### src/rtl/if_ctrl_pkg.sv
// Shared fetch-stage definitions: bus widths, reset vector, PC step and the
// sequencer state encoding used by if_ctrl.
package if_ctrl_pkg;

  localparam int unsigned IF_ADDR_W   = 32;
  localparam int unsigned IF_INST_W   = 32;
  localparam logic [31:0] IF_RESET_VEC = 32'h0000_0000;
  localparam int unsigned IF_PC_INC   = 4;

  typedef enum logic [1:0] {
    IF_BOOT = 2'd0,
    IF_REQ  = 2'd1,
    IF_WAIT = 2'd2,
    IF_HOLD = 2'd3
  } if_state_e;

endpackage

### src/rtl/if_buf.sv
// Single-entry valid/ready instruction buffer between fetch and decode.
// A flush wins over both a load and a coincident decode handshake.
module if_buf
  import if_ctrl_pkg::*;
#(
  parameter int unsigned ADDR_W = IF_ADDR_W,
  parameter int unsigned INST_W = IF_INST_W
) (
  input  logic              clk,
  input  logic              rst,
  input  logic              load_i,
  input  logic [ADDR_W-1:0] pc_i,
  input  logic [INST_W-1:0] inst_i,
  input  logic              flush_i,
  input  logic              ready_i,
  output logic              valid_o,
  output logic [ADDR_W-1:0] pc_o,
  output logic [INST_W-1:0] inst_o,
  output logic              free_o
);

  logic              valid_q, valid_d;
  logic [ADDR_W-1:0] pc_q, pc_d;
  logic [INST_W-1:0] inst_q, inst_d;

  always_comb begin
    valid_d = valid_q;
    pc_d    = pc_q;
    inst_d  = inst_q;
    if (flush_i) begin
      valid_d = 1'b0;
    end else if (load_i) begin
      valid_d = 1'b1;
      pc_d    = pc_i;
      inst_d  = inst_i;
    end else if (valid_q && ready_i) begin
      valid_d = 1'b0;
    end
  end

  always_ff @(posedge clk or negedge rst) begin
    if (!rst) begin
      valid_q <= 1'b0;
      pc_q    <= '0;
      inst_q  <= '0;
    end else begin
      valid_q <= valid_d;
      pc_q    <= pc_d;
      inst_q  <= inst_d;
    end
  end

  // Empty now, or emptied by a drain or flush on this edge.
  assign free_o  = !valid_q || ready_i || flush_i;
  assign valid_o = valid_q;
  assign pc_o    = pc_q;
  assign inst_o  = inst_q;

endmodule

### src/rtl/if_ctrl.sv
// Instruction-fetch sequencer: owns next_pc, issues one outstanding memory
// request at a time and hands fetched words to decode via if_buf.
module if_ctrl
  import if_ctrl_pkg::*;
#(
  parameter int unsigned       ADDR_W    = IF_ADDR_W,
  parameter int unsigned       INST_W    = IF_INST_W,
  parameter logic [ADDR_W-1:0] RESET_VEC = ADDR_W'(IF_RESET_VEC)
) (
  input  logic              clk,
  input  logic              rst,
  input  logic              stall,
  input  logic              branch_valid,
  input  logic [ADDR_W-1:0] branch_target,
  output logic              mem_req,
  output logic [ADDR_W-1:0] mem_addr,
  input  logic              mem_gnt,
  input  logic              mem_rvalid,
  input  logic [INST_W-1:0] mem_rdata,
  output logic              id_valid,
  output logic [ADDR_W-1:0] id_pc,
  output logic [INST_W-1:0] id_inst,
  input  logic              id_ready,
  output logic              ce,
  output logic [ADDR_W-1:0] pc
);

  if_state_e         state_q, state_d;
  logic [ADDR_W-1:0] next_pc_q, next_pc_d;
  logic [ADDR_W-1:0] req_addr_q, req_addr_d;
  logic              discard_q, discard_d;
  logic              ce_q;
  logic [ADDR_W-1:0] pc_sel;
  logic              buf_load;
  logic              buf_free;

  // A redirect seen this cycle overrides the stored next_pc for any request
  // issued on the same edge.
  assign pc_sel = branch_valid ? branch_target : next_pc_q;

  always_comb begin
    state_d    = state_q;
    next_pc_d  = next_pc_q;
    req_addr_d = req_addr_q;
    discard_d  = discard_q;
    buf_load   = 1'b0;
    if (branch_valid) next_pc_d = branch_target;
    case (state_q)
      IF_BOOT: begin
        if (!stall) begin
          req_addr_d = pc_sel;
          state_d    = IF_REQ;
        end
      end
      IF_REQ: begin
        // mem_addr stays on req_addr until gnt; a redirect only marks the
        // in-flight word for dropping.
        if (branch_valid) discard_d = 1'b1;
        if (mem_gnt) begin
          state_d = IF_WAIT;
          if (!branch_valid && !discard_q)
            next_pc_d = req_addr_q + ADDR_W'(IF_PC_INC);
        end
      end
      IF_WAIT: begin
        if (mem_rvalid) begin
          if (discard_q || branch_valid) begin
            discard_d = 1'b0;
            if (stall) begin
              state_d = IF_HOLD;
            end else begin
              req_addr_d = pc_sel;
              state_d    = IF_REQ;
            end
          end else begin
            buf_load = 1'b1;
            state_d  = IF_HOLD;
          end
        end else if (branch_valid) begin
          discard_d = 1'b1;
        end
      end
      IF_HOLD: begin
        if (buf_free && !stall) begin
          req_addr_d = pc_sel;
          state_d    = IF_REQ;
        end
      end
      default: state_d = IF_BOOT;
    endcase
  end

  always_ff @(posedge clk or negedge rst) begin
    if (!rst) begin
      state_q    <= IF_BOOT;
      next_pc_q  <= RESET_VEC;
      req_addr_q <= RESET_VEC;
      discard_q  <= 1'b0;
      ce_q       <= 1'b0;
    end else begin
      state_q    <= state_d;
      next_pc_q  <= next_pc_d;
      req_addr_q <= req_addr_d;
      discard_q  <= discard_d;
      ce_q       <= 1'b1;
    end
  end

  if_buf #(
    .ADDR_W (ADDR_W),
    .INST_W (INST_W)
  ) u_buf (
    .clk     (clk),
    .rst     (rst),
    .load_i  (buf_load),
    .pc_i    (req_addr_q),
    .inst_i  (mem_rdata),
    .flush_i (branch_valid),
    .ready_i (id_ready),
    .valid_o (id_valid),
    .pc_o    (id_pc),
    .inst_o  (id_inst),
    .free_o  (buf_free)
  );

  assign mem_req  = (state_q == IF_REQ);
  assign mem_addr = req_addr_q;
  assign ce       = ce_q;
  assign pc       = next_pc_q;

endmodule

### config.mk
export PLATFORM = sky130hd
export DESIGN_NAME = if_ctrl
export DESIGN_NICKNAME = d
export VERILOG_FILES = /design/src/rtl/if_ctrl_pkg.sv /design/src/rtl/if_buf.sv /design/src/rtl/if_ctrl.sv
export SDC_FILE = /design/constraint.sdc
export NUM_CORES = 1
export LEC_CHECK = 0
export ABC_AREA = 1
export BUFFER_PORTS_ARGS = -buffer_cell sky130_fd_sc_hd__buf_2
export CAP_MARGIN = 20
export CELL_PAD_IN_SITES_DETAIL_PLACEMENT = 1
export CELL_PAD_IN_SITES_GLOBAL_PLACEMENT = 1
export CORE_UTILIZATION = 38
export CTS_BUF_LIST = sky130_fd_sc_hd__clkbuf_8
export CTS_CLUSTER_SIZE = 40
export DETAILED_ROUTE_END_ITERATION = 12
export GPL_TIMING_DRIVEN = 0
export PLACE_DENSITY = 0.89
export SLEW_MARGIN = 20
export SYNTH_ARGS = -nofsm -noshare
export SYNTH_HDL_FRONTEND = slang
export SYNTH_HIERARCHICAL = 1
export SYNTH_SLANG_ARGS = --single-unit
### constraint.sdc
create_clock -name clk -period 1.6 [get_ports clk]
set_input_delay 0.32 -clock clk [delete_from_list [all_inputs] [get_ports clk]]
set_output_delay 0.32 -clock clk [all_outputs]
set_load 0.01 [all_outputs]
Word level (Yosys, flattened, before mapping)
Index checks and enable logic that the tools add are counted.
W data, S select, Z words.
{"block": "op_classes", "n_reduce_logical": 18, "mux": 26, "n_eq_ne": 9, "n_bitwise": 1, "n_addsub": 1}
{"operator": "$mux W32", "n": 8}
{"operator": "$pmux W32 S3", "n": 1}
{"operator": "$add A32 B3 Y32 const B", "n": 1}
{"operator": "$mux W2", "n": 6}
{"operator": "$mux W1", "n": 9}
{"operator": "$ne A2 B2 Y1 const B", "n": 4}
{"operator": "$pmux W2 S4", "n": 1}
{"operator": "$reduce_and A4 Y1", "n": 2}
{"operator": "$reduce_bool A3 Y1", "n": 2}
{"operator": "$eq A2 B2 Y1 const B", "n": 2}
{"operator": "$logic_not A1 Y1", "n": 4}
{"operator": "$reduce_and A2 Y1", "n": 2}
{"operator": "$logic_and A1 B1 Y1", "n": 3}
{"operator": "$logic_or A1 B1 Y1", "n": 3}
{"operator": "$ne A3 B3 Y1 const B", "n": 1}
{"operator": "$eq A2 B1 Y1 const B", "n": 1}
{"operator": "$logic_not A2 Y1", "n": 1}
{"operator": "$ne A2 B1 Y1 const B", "n": 1}
{"operator": "$pmux W1 S2", "n": 1}
{"operator": "$reduce_bool A2 Y1", "n": 1}
{"operator": "$not A1 Y1", "n": 1}
{"block": "word_totals", "register_bits": 133, "word_cells": 63, "output_inout_bits": 131, "input_bits": 71}

Longest topological paths before layout
Gate-level depths: netlist (run 1).
{"block": "logic_depth", "word_depth": 6, "ltp_mapped": 10, "depth_no_buf": 10}

Hierarchy
The synthesis (run 1) kept the hierarchy.
{"module": "if_ctrl", "area_each_um2": 4013.8, "cells_each": 566, "n_inst": 1, "seq_area_each_um2": 1701.6}
{"module": "if_buf", "area_each_um2": 2592.5, "cells_each": 283, "n_inst": 1, "seq_area_each_um2": 1626.6}

Least setup slack after synthesis (run 1)
OpenSTA, ideal clock, no wires.
{"block": "synth_timing", "path_type": "register to register", "from": "reg req_addr_q[2], in the netlist mem_addr[2]", "to": "reg next_pc_q[28], in the netlist pc[28]", "required_ps": 1483, "arrival_ps": 1486, "slack_ps": -3, "synth_period_minus_slack_ps": 1603, "path_buffers": 0, "setup_time_ps": 117, "path_stages_with_launch": 9, "cell_sequence": "dfrtp_1 -> ha_1 -> inv_1 -> nor2_4 -> nand3_2 -> nor2_4 -> nand4_1 -> nand3_1 -> nand2_1"}
{"block": "synth_between", "elab_chain_len": 4}
{"element": "from (decl)", "line_no": "if_ctrl.sv:30", "text": "logic [ADDR_W-1:0] req_addr_q, req_addr_d;"}
{"element": "from (signal assigned)", "line_no": "if_ctrl.sv:103", "text": "req_addr_q <= req_addr_d;"}
{"element": "$add A32 B3 Y32", "line_no": "if_ctrl.sv:62", "text": "next_pc_d = req_addr_q + ADDR_W'(IF_PC_INC);"}
{"element": "$mux W32", "line_no": "if_ctrl.sv:61", "text": "if (!branch_valid && !discard_q)"}
{"element": "$mux W32", "line_no": "if_ctrl.sv:59", "text": "if (mem_gnt) begin"}
{"element": "$mux W32", "line_no": "if_ctrl.sv:48", "text": "case (state_q)"}
{"element": "named net next_pc_d[28]", "line_no": "if_ctrl.sv:29", "text": "logic [ADDR_W-1:0] next_pc_q, next_pc_d;"}
{"element": "to (signal assigned)", "line_no": "if_ctrl.sv:102", "text": "next_pc_q <= next_pc_d;"}
{"element": "to (decl)", "line_no": "if_ctrl.sv:29"}
The timed path passes the listed nets, and every way through them passes these cells.
A chain may end at the register's enable or synchronous reset.

Worst setup path in the final report (run 1)
{"block": "layout_timing", "from": "reg req_addr_q[25], in the netlist mem_addr[25]", "to": "reg next_pc_q[27], in the netlist pc[27]"}
The elaborated chain is that of the path after synthesis.

==> results of run 1 <==
[flip-flops by register name (all words and copies together) (netlist names)]
register / count
u_buf/pc_o: 32
u_buf/valid_o: 1
ce: 1
u_buf/inst_o: 32
pc: 32
mem_addr: 32
state_q: 2
discard_q: 1
[path summary, 6_finish.rpt]
check                                     from              end  slack (ns)  cells after the start
worst min-delay path              mem_rdata[8]  u_buf/inst_o[8]        0.09                      3
min in group asynchronous                  rst    u_buf/valid_o        0.33                      2
worst min register to register  u_buf/pc_o[26]   u_buf/pc_o[26]        0.47                      2
worst max register to register    mem_addr[25]           pc[27]       -0.25                      9
max in group asynchronous                  rst      mem_addr[5]        0.46                      3
worst max-delay path              mem_addr[25]           pc[27]       -0.25                      9
[routing by layer]
layer | vias up | track usage (%) | routed length, um
met5 | - | 0 | 0
met4 | 0 | 14.5 | 1290
met3 | 86 | 6.73 | 1860
met2 | 356 | 50.4 | 14800
met1 | 3588 | 34.9 | 11500
li1 | 3189 | - | -
[layout by cell type, fill, tap and decap left out, types with 13 or more instances in the layout]
cell type / count
dfrtp_1: 113
buf_4: 37
nand2_4: 15
nand3_1: 80
nand2_2: 21
dfrtp_2: 20
clkbuf_8: 17
buf_6: 13
o21ai_2: 20
o21ai_0: 15
nand2_1: 377
nor2_1: 30
buf_2: 201
inv_1: 39
[where the power goes]
group          leakage [nW]  switching, mW  total (mW)  internal, mW
logic                  3.19           4.50        7.56          3.06
clock network         0.222           1.45        3.13          1.68
registers              1.69           1.35        5.97          4.62
total                  5.10           7.29        16.7          9.37
[layout make-up]
| class | instances | area [um^2] | share of cell area, % |
|---|---|---|---|
| multi-input combinational | 631 | 3130 | 33.6 |
| buffer | 40 | 457 | 4.91 |
| timing repair inverter | 1 | 6.26 | 0.0672 |
| tap | 220 | 275 | 2.96 |
| inverter | 45 | 191 | 2.06 |
| clock buffer | 17 | 234 | 2.51 |
| clock inverter | 15 | 190 | 2.04 |
| timing repair buffer | 241 | 1470 | 15.8 |
| sequential | 133 | 3350 | 36.0 |
[stage by stage]
step | setup TNS, ns | instance area [um^2] | std cells | hold WS, ns | util, %
after global routing | -9.39 | 9310 | 1343 | 0.0803 | 55.5
after detailed placement | -29.54 | 7930 | 1271 | 0.238 | 47.3
after global placement | -252.90 | 7890 | 1270 | 0.448 | 47.1
after floorplan | 0 | 6610 | 849 | 0.0244 | -
after CTS | -0.0395 | 8710 | 1322 | 0.0797 | 52.0
final | -4.53 | 9310 | 1343 | 0.0859 | 55.5
[timing repair]
action / in CTS / in global routing
setup endpoints to repair: 127 / 125
pin swaps: 6 / 18
gates cloned: 2 / 6
hold buffers: 1 / 0
resized for setup: 62 / 113
hold endpoints to repair: 42 / 0
buffers inserted: 16 / 15
[cells by family after synthesis]
| kind of cell | Yosys count | share of synthesized area, % |
|---|---|---|
| xor+xnor | 9 | 1.19 |
| other cells | 1 | 0.0568 |
| mux | 1 | 0.152 |
| fa+ha+maj | 6 | 1.14 |
| compound gates | 57 | 5.63 |
| simple gates | 557 | 34.6 |
| buf+inv | 85 | 6.89 |
| flops | 133 | 50.4 |
[worst register-to-register path, cell delays in order (launching register included)]
cell and delay, ns:
dfrtp_1 0.59, nand2_1 0.13, inv_1 0.09, nand2_1 0.12, nor3_2 0.36, nand2_1 0.15
nand2_1 0.09, nand2_1 0.06, nand2_1 0.08, nand2_1 0.07
==> metrics.txt, run 1 <==
WL per Instance between 20 and 25 um; antenna cells 0; first-pass GRT wire length slightly below 40 mm; htree depth 4; critical path's slowest cell dfrtp_1; Max Slew Vio Count 0; initial DRC count 470; setup repair after global routing missed its margin true; DP HPWL 17.9 mm; clk slew on worst S/H paths ~0.090 ns; vias in the first global route between 7000 and 8000; deepest clock path buffer count 2; final hold violation count 0; top post-synthesis cells by count nand2_1 (411), dfrtp_1 (133), nand3_1 (83); CTS Buf Count 17; number of flops mapped to enable cells by yosys 0; CP required just under 2 ns; Final GP Congestion ~0.9; Slew @ Worst Pin ~0.79 ns; router iterations before antenna repair 5; vias per cell around 5.4; number of fill cells around 2100; Initial Util between 30% and 40%; Post-DRT Antenna Nets 0; io pins a little over 200; leakage power 5.10 nW; post-synth top area share 50.4%; PwrDens between 1500 and 2000 mW/mm^2; die area ~0.018 mm^2; synthesized area between 0.006 and 0.007 mm^2; total wire length just under 30 mm; total power around 17 mW; crit path time final approximately 1.9 ns; Top cell by count, worst path nand2_1; Worst slew margin 47.6%; CP cell instances nand2_1 > inv_1 > nand2_1 > nor3_2 > nand2_1 > nand2_1 > nand2_1 > nand2_1 > nand2_1; Synth area leaders dfrtp_1 (50%), nand2_1 (23%), nand3_1 (6.3%); max frequency roughly 0.54 GHz; max-cap violation count 0; Final Cycle Share 116%; CP Data Arrival Time between 2 and 2.5 ns; Setup Skew 0.0169 ns; Critical Path Fanout Max 7; Synth-to-Final Area Change 40.9%; status finished with violations; Clock Latency Late Sink 0.47 ns; CP peak stage delay just under 0.6 ns; total track usage between 20% and 30%; CP delay by family, top simple AND/OR/NAND/NOR gates; TritonCTS clock tree built; dpl ws -0.363 ns; CP Capture Type flop; DRC Markers 0; WS Path Type flop to flop; site row count 47; core box area between 0.015 and 0.02 mm^2; Nets approximately 1200; Synth Net Count a little over 900; crit path launch type flop; initial antenna violation count 0; Max VDD drop around 860 uV; port bufs 201; most frequent cell after synthesis nand2_1; Hold Crit Class input pin to flop; Final Setup Violations between 50 and 60; vias approximately 7200; flip-flop and latch count after synthesis between 100 and 150; failing checks negative setup slack; die height roughly 130 um; most common flop cell mapped by yosys dfrtp_1; Die X around 130 um; largest net degree at the start of global routing 92; Cells after Synth 849; CTS root buffer clkbuf_8; share of cells above drive strength 1 a little under two fifths; GRT overflow 0; WP buf/inv 1; library cells used by synthesis 32; Yosys top cell by area dfrtp_1; asr flop ratio synth 100%; Mapped Avg Cell Area between 7 and 8 um^2; final worst slack -0.254 ns; Sink Count approximately 130; sequential share of the synthesized area roughly 50%; yosys warns 6
No activity file was read; power rests on OpenSTA's default activity.
==> run 2: changes to the inputs <==
--- a/config.mk
+++ b/config.mk
@@ -12,2 +12,3 @@
 export CELL_PAD_IN_SITES_GLOBAL_PLACEMENT = 1
+export CORE_ASPECT_RATIO = 0.75
 export CORE_UTILIZATION = 38
--- a/constraint.sdc
+++ b/constraint.sdc
@@ -3,2 +3,2 @@
 set_output_delay 0.32 -clock clk [all_outputs]
-set_load 0.01 [all_outputs]
+set_load 0.05 [all_outputs]
==> metrics.txt, run 2 (synthesis gave the netlist of run 1 again) <==
status finished with violations; failing checks negative setup slack; CTS root buffer clkbuf_8; crit path capture mem_addr[1]; Fin Setup TNS -0.415 ns (+4.11 ns); Worst slew margin 45.6% (-2.0 points); number of fill cells 2145 (+3.1%); Final GP Congestion 0.850 (-4.1%); post-route non-filler standard cell count 1332 (-0.82%); final hold violation count 0 (unchanged); met1 usage 39.4% (+4.5 points); hold slack final 0.0932 ns (+0.00723 ns); DP HPWL 17.5 mm (-2.1%); total wire length 26.8 mm (-8.9%); initial antenna violation count 0 (unchanged); Inst Count DP 1266 (-0.39%); FF-to-FF path depth 8 (-1); htree depth 4 (unchanged); vias per cell 5.33 (-0.91%); die area 0.0179 mm^2 (about the same); CP required 1.94 ns (about the same); Sw Share 53.4% (+9.6 points); share of cells above drive strength 1 35.6% (-1.9 points); vias 7095 (-1.7%); Slew @ Worst Pin 0.816 ns (+0.0298 ns); Layout Utilization 53.3% (-2.2 points); core box area 0.0169 mm^2 (+1.0%); Nets 1182 (-0.42%); clk slew on worst S/H paths 0.08 ns (about the same); Die X 154 um (+15%); sequential power share 30.2% (-5.6 points); crit path time final 1.67 ns (-0.179 ns); WS Path Type flop to flop; Initial Util 39.0% (-0.39 points); CP Capture Type flop; Final Setup Violations 26 (-54%); met2 GRT Util 44.8% (-5.6 points); DRC Markers 0 (unchanged); Worst R2R Start state_q[1]; grt met3 use 7.79% (+1.1 points); initial DRC count 599 (+27%); setup slack, reg-to-reg -0.07 ns (+0.18 ns); router iterations before antenna repair 5 (unchanged); sw power 10.4 mW (+43%); deepest clock path buffer count 2 (unchanged); WL per Instance 20.1 um (-8.1%); Sink Count 133 (unchanged); gr busiest metal met2; Final Cycle Share 105% (-11 points); vias in the first global route 6926 (-4.1%); Critical Path Fanout Max 9 (+2); CTS Buf Count 17 (unchanged); CP Data Arrival Time 2.01 ns (-0.20 ns); worst setup path startpoint state_q[1]; Synth-to-Final Area Change 36.6%; site row count 41 (-13%); commonest non-fill, non-tap cell in the layout nand2_1; Clock Latency Late Sink 0.46 ns (about the same); largest net degree at the start of global routing 83 (-9.8%); clock group share of total power 15.0% (-3.8 points); Post-DRT Antenna Nets 0 (unchanged); die height 116 um (-13%); most frequent cells in the layout nand2_1 (404), buf_2 (192), dfrtp_1 (108), nand3_1 (80), buf_4 (44); PwrDens 2160 mW/mm^2 (+21%); max-cap violation count 0 (unchanged); dpl ws -0.423 ns (-0.0594 ns); TritonCTS clock tree built; GRT overflow 0 (unchanged); Hold Crit Class input pin to flop; total track usage 28.8% (-0.64 points); Gate power share 54.7% (+9.3 points); Max Slew Vio Count 0 (unchanged); first-pass GRT wire length 38.5 mm (-3.1%); leakage power 4.92 nW (-3.5%); crit path launch type flop; Setup Skew 0.0114 ns (-0.00549 ns); setup repair after global routing missed its margin true; Max VDD drop 1530 uV (+78%); max frequency 0.597 GHz (+11%); final worst slack -0.0748 ns (+0.179 ns); worst r2r dst mem_addr[1]; design internal power 9.10 mW (-2.8%); port bufs 201 (unchanged); io pins 202 (unchanged)
-- run 2: cell type report --
type | count | area, um^2 | share of cell area (%)
clock inverters | 7 | 80.1 | 0.887
repair buffers | 237 | 1380 | 15.2
multi-input cells | 631 | 3040 | 33.6
plain buffers | 40 | 400 | 4.44
clock buffers | 23 | 317 | 3.51
diodes | 1 | 2.50 | 0.0277
well taps | 215 | 269 | 2.98
inverters | 45 | 186 | 2.07
flip-flops and latches | 133 | 3360 | 37.2
-- run 2: what timing repair did --
item / in CTS / in global routing
pin swaps: 10 / 11
endpoints found under the hold margin: 51 / 0
endpoints found under the setup margin: 135 / 123
buffers inserted: 19 / 13
hold buffers: 1 / 0
resized for setup: 58 / 67
gates cloned: 1 / 1
-- run 2: critical path, stage by stage (launching register included) --
cell and delay, ns:
dfrtp_1 0.43, buf_4 0.16, o21ai_0 0.28, a21oi_2 0.09
nand2_4 0.15, clkinv_8 0.11, buf_8 0.15, nand2_1 0.12
o21ai_2 0.07
-- run 2: metal layers --
metal  vias up  routed length [um]
met5         -                   0
met4         0                 634
met3        61                2410
met2       339               12300
met1      3515               11500
li1       3180                   -
-- run 2: worst min path at each step --
stage | startpoint | to | slack (ns) | cells past startpoint
after global routing | mem_rdata[27] | u_buf/inst_o[27] | 0.08 | 3
after global placement | u_buf/inst_o[10] | u_buf/inst_o[10] | 0.45 | 2
after CTS | mem_rdata[27] | u_buf/inst_o[27] | 0.08 | 3
after floorplan | rst | ce | 0.02 | 0
final | mem_rdata[27] | u_buf/inst_o[27] | 0.09 | 3
after detailed placement | rst | u_buf/pc_o[17] | 0.27 | 1
-- run 2: power by group through the flow --
| stage | sequential (mW) | clock [mW] | combinational, mW |
|---|---|---|---|
| final | 5.91 | 2.94 | 10.7 |
| after global routing | 6.05 | 3.13 | 11.2 |
| after floorplan | 9.73 | 0 | 2.78 |
| after CTS | 5.83 | 2.96 | 9.99 |
| after global placement | 5.86 | 0 | 9.10 |
| after detailed placement | 5.92 | 0 | 9.32 |
-- run 2: metrics by stage --
stage	power (mW)	area, um^2
floorplan	12.5	6650
global placement	15.0	7920
detailed placement	15.2	7960
CTS	18.8	8700
global route	20.4	9020
finish	19.5	9030
